[src/rtl/fib_sequencer_if.sv]
`default_nettype none
// ============================================================================
// Module      : fib_sequencer_if
// Description : Instruction and control bundle between the Fibonacci
//               microprogram sequencer and its environment.
//               master : sequencer side (takes start/n_terms, drives the
//                        instruction stream and status)
//               slave  : environment side (drives start/n_terms, observes)
//               Signals: start, n_terms, op_code, Opr1, Opr2, busy, done,
//                        term_cnt
// Revision    : 1.0  initial release
// ============================================================================
interface fib_sequencer_if #(
    parameter int SIZE  = 4,
    parameter int CNT_W = 4
);
    logic             start;
    logic [CNT_W-1:0] n_terms;
    logic [SIZE-2:0]  op_code;
    logic [SIZE-3:0]  Opr1;
    logic [SIZE-3:0]  Opr2;
    logic             busy;
    logic             done;
    logic [CNT_W-1:0] term_cnt;

    modport master (
        input  start, n_terms,
        output op_code, Opr1, Opr2, busy, done, term_cnt
    );

    modport slave (
        output start, n_terms,
        input  op_code, Opr1, Opr2, busy, done, term_cnt
    );
endinterface
`default_nettype wire

[src/rtl/fib_sequencer.sv]
`default_nettype none
// ============================================================================
// Module      : fib_sequencer
// Description : Moore-FSM microprogram sequencer feeding the Fibonacci
//               datapath decoder. On an accepted start it issues
//               CLR, LD_A, LD_B, EMIT0, then {ADD1, MOV, ADD2, EMIT} per
//               further term, then HALT. Counts EMITs against a latched
//               request length.
// Ports       : clk, rst (sync, active-high)
//               stall      - freeze sequencing (only with FIB_SEQ_STALL_EN)
//               bus.master - start, n_terms in; op_code, Opr1, Opr2,
//                            busy, done, term_cnt out
// Config      : `define FIB_SEQ_STALL_EN to add the stall input.
// Revision    : 1.0  initial release
// ============================================================================
module fib_sequencer #(
    parameter int SIZE  = 4,
    parameter int CNT_W = 4
) (
    input  wire logic       clk,
    input  wire logic       rst,
`ifdef FIB_SEQ_STALL_EN
    input  wire logic       stall,
`endif
    fib_sequencer_if.master bus
);

    typedef enum logic [3:0] {
        S_IDLE  = 4'd0,
        S_CLR   = 4'd1,
        S_LD_A  = 4'd2,
        S_LD_B  = 4'd3,
        S_EMIT0 = 4'd4,
        S_ADD1  = 4'd5,
        S_MOV   = 4'd6,
        S_ADD2  = 4'd7,
        S_EMIT  = 4'd8,
        S_HALT  = 4'd9
    } state_t;

    localparam logic [SIZE-2:0] c_OP_NOP  = (SIZE-1)'(3'b000);
    localparam logic [SIZE-2:0] c_OP_LD   = (SIZE-1)'(3'b001);
    localparam logic [SIZE-2:0] c_OP_HALT = (SIZE-1)'(3'b011);
    localparam logic [SIZE-2:0] c_OP_CLR  = (SIZE-1)'(3'b100);
    localparam logic [SIZE-2:0] c_OP_EMIT = (SIZE-1)'(3'b101);
    localparam logic [SIZE-2:0] c_OP_MOV  = (SIZE-1)'(3'b110);
    localparam logic [SIZE-2:0] c_OP_ADD  = (SIZE-1)'(3'b111);

    localparam logic [SIZE-3:0] c_R0 = (SIZE-2)'(2'b00);
    localparam logic [SIZE-3:0] c_R1 = (SIZE-2)'(2'b01);
    localparam logic [SIZE-3:0] c_R2 = (SIZE-2)'(2'b10);
    localparam logic [SIZE-3:0] c_R3 = (SIZE-2)'(2'b11);

    state_t           r_state;
    logic [CNT_W-1:0] r_term_cnt;
    logic [CNT_W-1:0] r_n_len;
    logic [CNT_W-1:0] w_cnt_inc;
    logic             w_hold;

    // A stall only freezes an active run; IDLE keeps accepting start.
`ifdef FIB_SEQ_STALL_EN
    assign w_hold = stall && (r_state != S_IDLE);
`else
    assign w_hold = 1'b0;
`endif

    assign w_cnt_inc = r_term_cnt + 1'b1;

    always_ff @(posedge clk) begin
        if (rst) begin
            r_state    <= S_IDLE;
            r_term_cnt <= '0;
            r_n_len    <= '0;
        end else if (!w_hold) begin
            case (r_state)
                S_IDLE: begin
                    if (bus.start) begin
                        r_term_cnt <= '0;
                        if (bus.n_terms != '0) begin
                            r_n_len <= bus.n_terms;
                            r_state <= S_CLR;
                        end else begin
                            r_state <= S_HALT;
                        end
                    end
                end
                S_CLR:  r_state <= S_LD_A;
                S_LD_A: r_state <= S_LD_B;
                S_LD_B: r_state <= S_EMIT0;
                // Decide on the post-increment count so the run stops
                // exactly at n_len and the counter never wraps.
                S_EMIT0, S_EMIT: begin
                    r_term_cnt <= w_cnt_inc;
                    r_state    <= (w_cnt_inc == r_n_len) ? S_HALT : S_ADD1;
                end
                S_ADD1: r_state <= S_MOV;
                S_MOV:  r_state <= S_ADD2;
                S_ADD2: r_state <= S_EMIT;
                S_HALT: r_state <= S_IDLE;
                default: r_state <= S_IDLE;
            endcase
        end
    end

    // Instruction decode from the state register; a stalled cycle shows NOP
    // so the decoder performs no register write.
    always_comb begin
        bus.op_code = c_OP_NOP;
        bus.Opr1    = c_R0;
        bus.Opr2    = c_R0;
        if (!w_hold) begin
            case (r_state)
                S_CLR:   bus.op_code = c_OP_CLR;
                S_LD_A:  begin bus.op_code = c_OP_LD;  bus.Opr1 = c_R1; end
                S_LD_B:  begin bus.op_code = c_OP_LD;  bus.Opr1 = c_R2; end
                S_EMIT0: bus.op_code = c_OP_EMIT;
                S_ADD1:  begin bus.op_code = c_OP_ADD; bus.Opr1 = c_R3; bus.Opr2 = c_R1; end
                S_MOV:   begin bus.op_code = c_OP_MOV; bus.Opr1 = c_R1; bus.Opr2 = c_R2; end
                S_ADD2:  begin bus.op_code = c_OP_ADD; bus.Opr1 = c_R2; bus.Opr2 = c_R3; end
                S_EMIT:  bus.op_code = c_OP_EMIT;
                S_HALT:  bus.op_code = c_OP_HALT;
                default: bus.op_code = c_OP_NOP;
            endcase
        end
    end

    assign bus.busy     = (r_state != S_IDLE);
    assign bus.done     = (r_state == S_HALT) && !w_hold;
    assign bus.term_cnt = r_term_cnt;

endmodule
`default_nettype wire

[src/flat_wrapper.sv]
// flat-port wrapper written by rule: the top's interface ports become plain ports
module fib_sequencer_flat 
#(
    parameter int SIZE  = 4,
    parameter int CNT_W = 4
)
  (clk, rst, bus_start, bus_n_terms, bus_op_code, bus_Opr1, bus_Opr2, bus_busy, bus_done, bus_term_cnt);
  fib_sequencer_if #(.SIZE(SIZE), .CNT_W(CNT_W)) bus_i ();
  input  wire logic clk;
  input  wire logic rst;
  input wire logic [$bits(bus_i.start)-1:0] bus_start;
  input wire logic [$bits(bus_i.n_terms)-1:0] bus_n_terms;
  output wire logic [$bits(bus_i.op_code)-1:0] bus_op_code;
  output wire logic [$bits(bus_i.Opr1)-1:0] bus_Opr1;
  output wire logic [$bits(bus_i.Opr2)-1:0] bus_Opr2;
  output wire logic [$bits(bus_i.busy)-1:0] bus_busy;
  output wire logic [$bits(bus_i.done)-1:0] bus_done;
  output wire logic [$bits(bus_i.term_cnt)-1:0] bus_term_cnt;
  assign bus_i.start = bus_start;
  assign bus_i.n_terms = bus_n_terms;
  assign bus_op_code = bus_i.op_code;
  assign bus_Opr1 = bus_i.Opr1;
  assign bus_Opr2 = bus_i.Opr2;
  assign bus_busy = bus_i.busy;
  assign bus_done = bus_i.done;
  assign bus_term_cnt = bus_i.term_cnt;
  fib_sequencer #(.SIZE(SIZE), .CNT_W(CNT_W)) u_core (.clk(clk), .rst(rst), .bus(bus_i));
endmodule
[config.mk]
export PLATFORM = sky130hd
export DESIGN_NAME = fib_sequencer_flat
export DESIGN_NICKNAME = d
export VERILOG_FILES = /design/src/rtl/fib_sequencer_if.sv /design/src/rtl/fib_sequencer.sv /design/src/flat_wrapper.sv
export SDC_FILE = /design/constraint.sdc
export NUM_CORES = 1
export LEC_CHECK = 0
export BUFFER_PORTS_ARGS = -buffer_cell sky130_fd_sc_hd__buf_2
export CAP_MARGIN = 20
export CORE_MARGIN = 2
export CORE_UTILIZATION = 50
export DETAILED_ROUTE_END_ITERATION = 12
export GPL_TIMING_DRIVEN = 0
export PLACE_DENSITY_LB_ADDON = 0.3
export SYNTH_ARGS = -nofsm -noshare
export SYNTH_HDL_FRONTEND = slang
export SYNTH_SLANG_ARGS = --single-unit
export TNS_END_PERCENT = 100
[constraint.sdc]
create_clock -name clk -period 1.8 [get_ports clk]
set_clock_uncertainty 0.2 [all_clocks]
set_input_delay 0.36 -clock clk [delete_from_list [all_inputs] [get_ports clk]]
set_output_delay 0.36 -clock clk [all_outputs]
set_load 0.02 [all_outputs]
== Yosys cells after proc, flatten, opt, wreduce, memory -nomap -nowiden ==
Index checks and enable logic that the tools add are counted.

* Add/sub/neg operators: 1
* Reduce and logical (&&, ||, !) cells: 11
* Mux-type cells: 9
* Eq/ne operators: 11

{| class="wikitable"
|+ Operators with widths
! kind !! number
|-
| $pmux W4 S8 || 1
|-
| $pmux W3 S6 || 1
|-
| $eq A4 B3 Y1 const B || 4
|-
| $mux W4 || 4
|-
| $pmux W2 S3 || 2
|-
| $reduce_or A2 Y1 || 5
|-
| $eq A4 B2 Y1 const B || 2
|-
| $eq A4 B4 Y1 const B || 2
|-
| $pmux W4 S2 || 1
|-
| $reduce_bool A4 Y1 || 2
|-
| $add A4 B1 Y4 const B || 1
|-
| $eq A4 B1 Y1 const B || 1
|-
| $eq A4 B4 Y1 || 1
|-
| $logic_not A4 Y1 || 1
|-
| $reduce_and A3 Y1 || 1
|-
| $ne A2 B2 Y1 const B || 1
|-
| $reduce_and A2 Y1 || 1
|-
| $reduce_bool A2 Y1 || 1
|}

* Register bits after elaboration: 12
* Word-level logic and storage cells: 35
* Bits of input ports: 7
* Output and inout bits: 13

== Longest topological paths before layout ==
* Depth in word-level cells: 4
* Depth in mapped cells: 6
* Depth with buffers taken out: 5

== Least setup slack after synthesis ==
No wires, ideal clock.

* Kind: flip-flop to output port
* Start point: register u_core.r_state[3]
* End point: output bus_op_code[2]
* Data required time: 1.240 ns
* Buffers on the path: 2
* Arrival: 1.360 ns
* Stages on the path, launching flop included: 6
* Slack: -0.120 ns
* Path through: dfxtp_1 > buf_2 > buf_2 > nand2_1 > o21a_1 > o21ai_0

* Longest elaborated chain between the ends: 3
* Elaborated cells between the ends (all ways): 13
* Classes of those cells: eq/ne: 9; mux: 1; reduce/logical: 3

{| class="wikitable"
|+ RTL lines
! element !! RTL line !! source
|-
| from (decl) || fib_sequencer.sv:54 || <nowiki>state_t r_state;</nowiki>
|-
| from (signal assigned) || fib_sequencer.sv:94 || <nowiki>r_state <= (w_cnt_inc == r_n_len) ? S_HALT : S_ADD1;</nowiki>
|-
| $eq A4 B3 Y1 (tied with other cells) || fib_sequencer.sv:112 || <nowiki>case (r_state)</nowiki>
|-
| $reduce_or A2 Y1 (no source line) || n/a ||
|-
| $pmux W3 S6 * || fib_sequencer.sv:112 ||
|-
| to (decl) || flat_wrapper.sv:13 || <nowiki>output wire logic [$bits(bus_i.op_code)-1:0] bus_op_code;</nowiki>
|}

Mark *: on every way between the ends. The rest lies on a longest branch, timed or not.

== Worst setup path in the final report ==
* Start point: register u_core.r_state[2]
* End point: output bus_op_code[2]

Same word-level chain as after synthesis.

==> metrics.yaml <==
logic_synthesis:
  synthAdderAreaFrac_pct: 1.65
  avgSynthCellArea_um2: 7.67
  synth_mux_area_share_pct: 2.64
  synth_fp_nets: 107
  synthXorXnorAreaFrac_pct: 9.88
  seq_area_frac_synth_pct: 31.6
  synth_seq_cells: 12
  synth_cells: 99
  synth_compound_area_share_pct: 22.7
  yosysWarnings: 0
  synth_top_family_by_area: "simple AND/OR/NAND/NOR gates"
  yosys.area_share.simple_pct: 25.4
  syn_area_um2: 759
  synth_cell_types: 30
outcome:
  outcome: "finished, violations left"
  violations: "setup timing"
floorplanning:
  io_pins: 20
  fp.dieW_um: 43.0
  placeableCoreArea_mm2: 0.00147
  design.die.area_mm2: 0.00185
  placementRows: 14
  die_h_um: 43.0
  start_util_pct: 51.6
worst_setup_path:
  rrSetupSlack_ps: 110
  crit_type: "reg -> out"
  start_kind: "flip-flop"
  worstSetupEndpointType: "primary output"
  worst-endpoint-arrival_ps: 1330
  required_ps: 1240
  crit_fanout: 10
  reg2reg_depth: 6
  r2r_end: "u_core.bus.term_cnt[3]$_SDFFE_PP0P_"
  reg2reg_from: "u_core.r_state[0]$_SDFFE_PP0P_"
power:
  p_leak_nw: 0.482
  peakVddDrop_mv: 0.455
  cellPowerDensity_mw_per_mm2: 655
  p_total_mw: 0.689
clock_network:
  clockBufferDepth: 2
  cts_tree: "done"
  worstSkewPairLatency_ps: 260
  cts_made_buffers: 3
  clkTransAtPathRegs_ps: 70
  htreeDepth: 1
  clock-sinks: 12
  root_buffer: "clkbuf_4"
min_path:
  worstHoldPathCells: 3
  holdCritPathClass: "in -> reg"
  hold_path_end: "u_core.r_n_len[0]$_SDFFE_PP0P_"
  holdCritStartpoint: "bus_n_terms[0]"
cells_and_area:
  nNetsFinal: 139
  final_cell_mix: "16 x nor2_1, 13 x buf_2, 13 x buf_4"
  layout-drive-gt1-share_pct: 36.4
  final_common_cell: "nor2_1"
  diodes: 0
  syn2layout_area_growth_pct: 38.4
  fin_util_pct: 71.4
sta:
  rsz0062_at_grt: "true"
  fin_crit_sh_pct: 105
  clock.fmax_mhz: 530
  relSlewSlack_pct: 70.6
  finalHoldViolations: 0
  finalCriticalPeriod_ps: 1890
  slew_viol_final: 0
  setup_viol: 4
  fin_ws_ps: -86.2
  worst_slew_pin_slew_ps: 441
global_route:
  antenna_found_initial: 0
  grt_pass1_vias: 731
  track_usage_pct: 22.2
  grt_overflow: 0
  grt_pass1_wl_um: 3070
  grt_max_degree: 11
drt:
  vias_per_cell: 5.63
  ant_nets: 0
  finalWirelength_um: 1880
  drtPass1Iterations: 4
  drcViolationCount: 0
  drt_iter0_markers: 17
  wire_per_inst_um: 12.9
  num_vias: 817
flow_run:
  max_cap_viol_count: 0
placement:
  gp_congestion: 0.834
  dp_hpwl_um: 1260
  numPortBuffers: 18
  dp_slack_ps: -45.1
cells by family after synthesis:
kind of cell	count (synthesis)
adder cells (fa/ha/maj)	1
XOR/XNOR	7
multiplexers	2
buffers and inverters	10
AND/OR/NAND/NOR	41
flip-flops	12
AO/OA/AOI/OAI	26
cell usage after synthesis:
cell	number	share of area [%]
buf_1	1	0.49
xnor3_1	1	3.0
xor2_1	3	3.5
or3_1	1	0.82
a21o_1	1	0.99
buf_2	4	2.6
nor4_1	3	2.5
dfxtp_1	12	32
a21oi_1	8	5.3
a2111oi_2	1	2.0
xnor2_1	3	3.5
o21a_1	1	0.99
o32a_1	1	1.3
a22oi_1	6	5.9
ha_1	1	1.6
and3_1	2	1.6
nand2_1	7	3.5
mux2i_1	2	2.6
buf_4	1	0.99
nand3_1	3	2.0
a211oi_1	1	0.99
nand3b_1	2	2.0
o21ai_0	5	3.3
nor3_1	2	1.3
nand2b_1	3	2.5
o211ai_1	1	0.99
nor2_1	17	8.4
inv_1	4	2.0
o31ai_1	1	0.99
and2_1	1	0.82
where the power goes:
part | leakage, nW | switching (mW) | internal [mW]
sequential | 0.100 | 0.0170 | 0.280
combinational | 0.368 | 0.129 | 0.103
clock | 0.0138 | 0.0824 | 0.0772
how the worst max path moves through the flow:
stage	depth (start not counted)	end	start	slack, ps
floorplan	5	bus_op_code[2]	u_core.r_state[3]$_SDFFE_PP0P_	30
global placement	6	bus_op_code[2]	u_core.r_state[3]$_SDFFE_PP0P_	4
detailed placement	5	u_core.bus.term_cnt[3]$_SDFFE_PP0P_	u_core.r_state[3]$_SDFFE_PP0P_	-50
CTS	6	bus_op_code[2]	u_core.r_state[2]$_SDFFE_PP0P_	-80
global route	6	bus_op_code[2]	u_core.r_state[2]$_SDFFE_PP0P_	-150
finish	6	bus_op_code[2]	u_core.r_state[2]$_SDFFE_PP0P_	-90
critical path: stages, from the launching register on:
cell	delay, ps
dfxtp_4	350
buf_6	140
inv_6	60
nand2_4	40
o21a_1	170
o21ai_1	140
buf_4	160
final cells by class:
class | count | area, um2
plain buffers | 6 | 60.1
flip-flops and latches | 12 | 253
fillers | 123 | 420
multi-input cells | 77 | 502
repair buffers | 27 | 174
well taps | 16 | 20.0
clock buffers | 3 | 22.5
inverters | 4 | 20.0
flip-flops by register name (all words and copies together) (netlist names):
register,cells
u_core.r_state,4
u_core.r_n_len,4
u_core.bus.term_cnt,4
metrics by stage:
| step | setup TNS [ps] | instance area [um2] | hold slack (ps) | std cells |
|---|---|---|---|---|
| global route | -609 | 1050 | 175 | 145 |
| CTS | -220 | 1010 | 146 | 143 |
| floorplan | 0 | 759 | 285 | 99 |
| detailed placement | -114 | 870 | 309 | 133 |
| finish | -205 | 1050 | 159 | 145 |
| global placement | 0 | 870 | 309 | 133 |
per-layer routing:
metal	up-vias	wire (um)	track usage [%]
met5	-	0	0
met4	0	42	17.0
met2	26	972	35.8
met1	374	778	26.4
met3	6	82	2.98
li1	411	-	-
what timing repair did:
action	in CTS	in global routing
buffers inserted	7	2
endpoints found under the setup margin	11	9
resized for setup	27	7
hold buffers	0	0
pin swaps	2	1
Power figures use the tool's default switching activity.
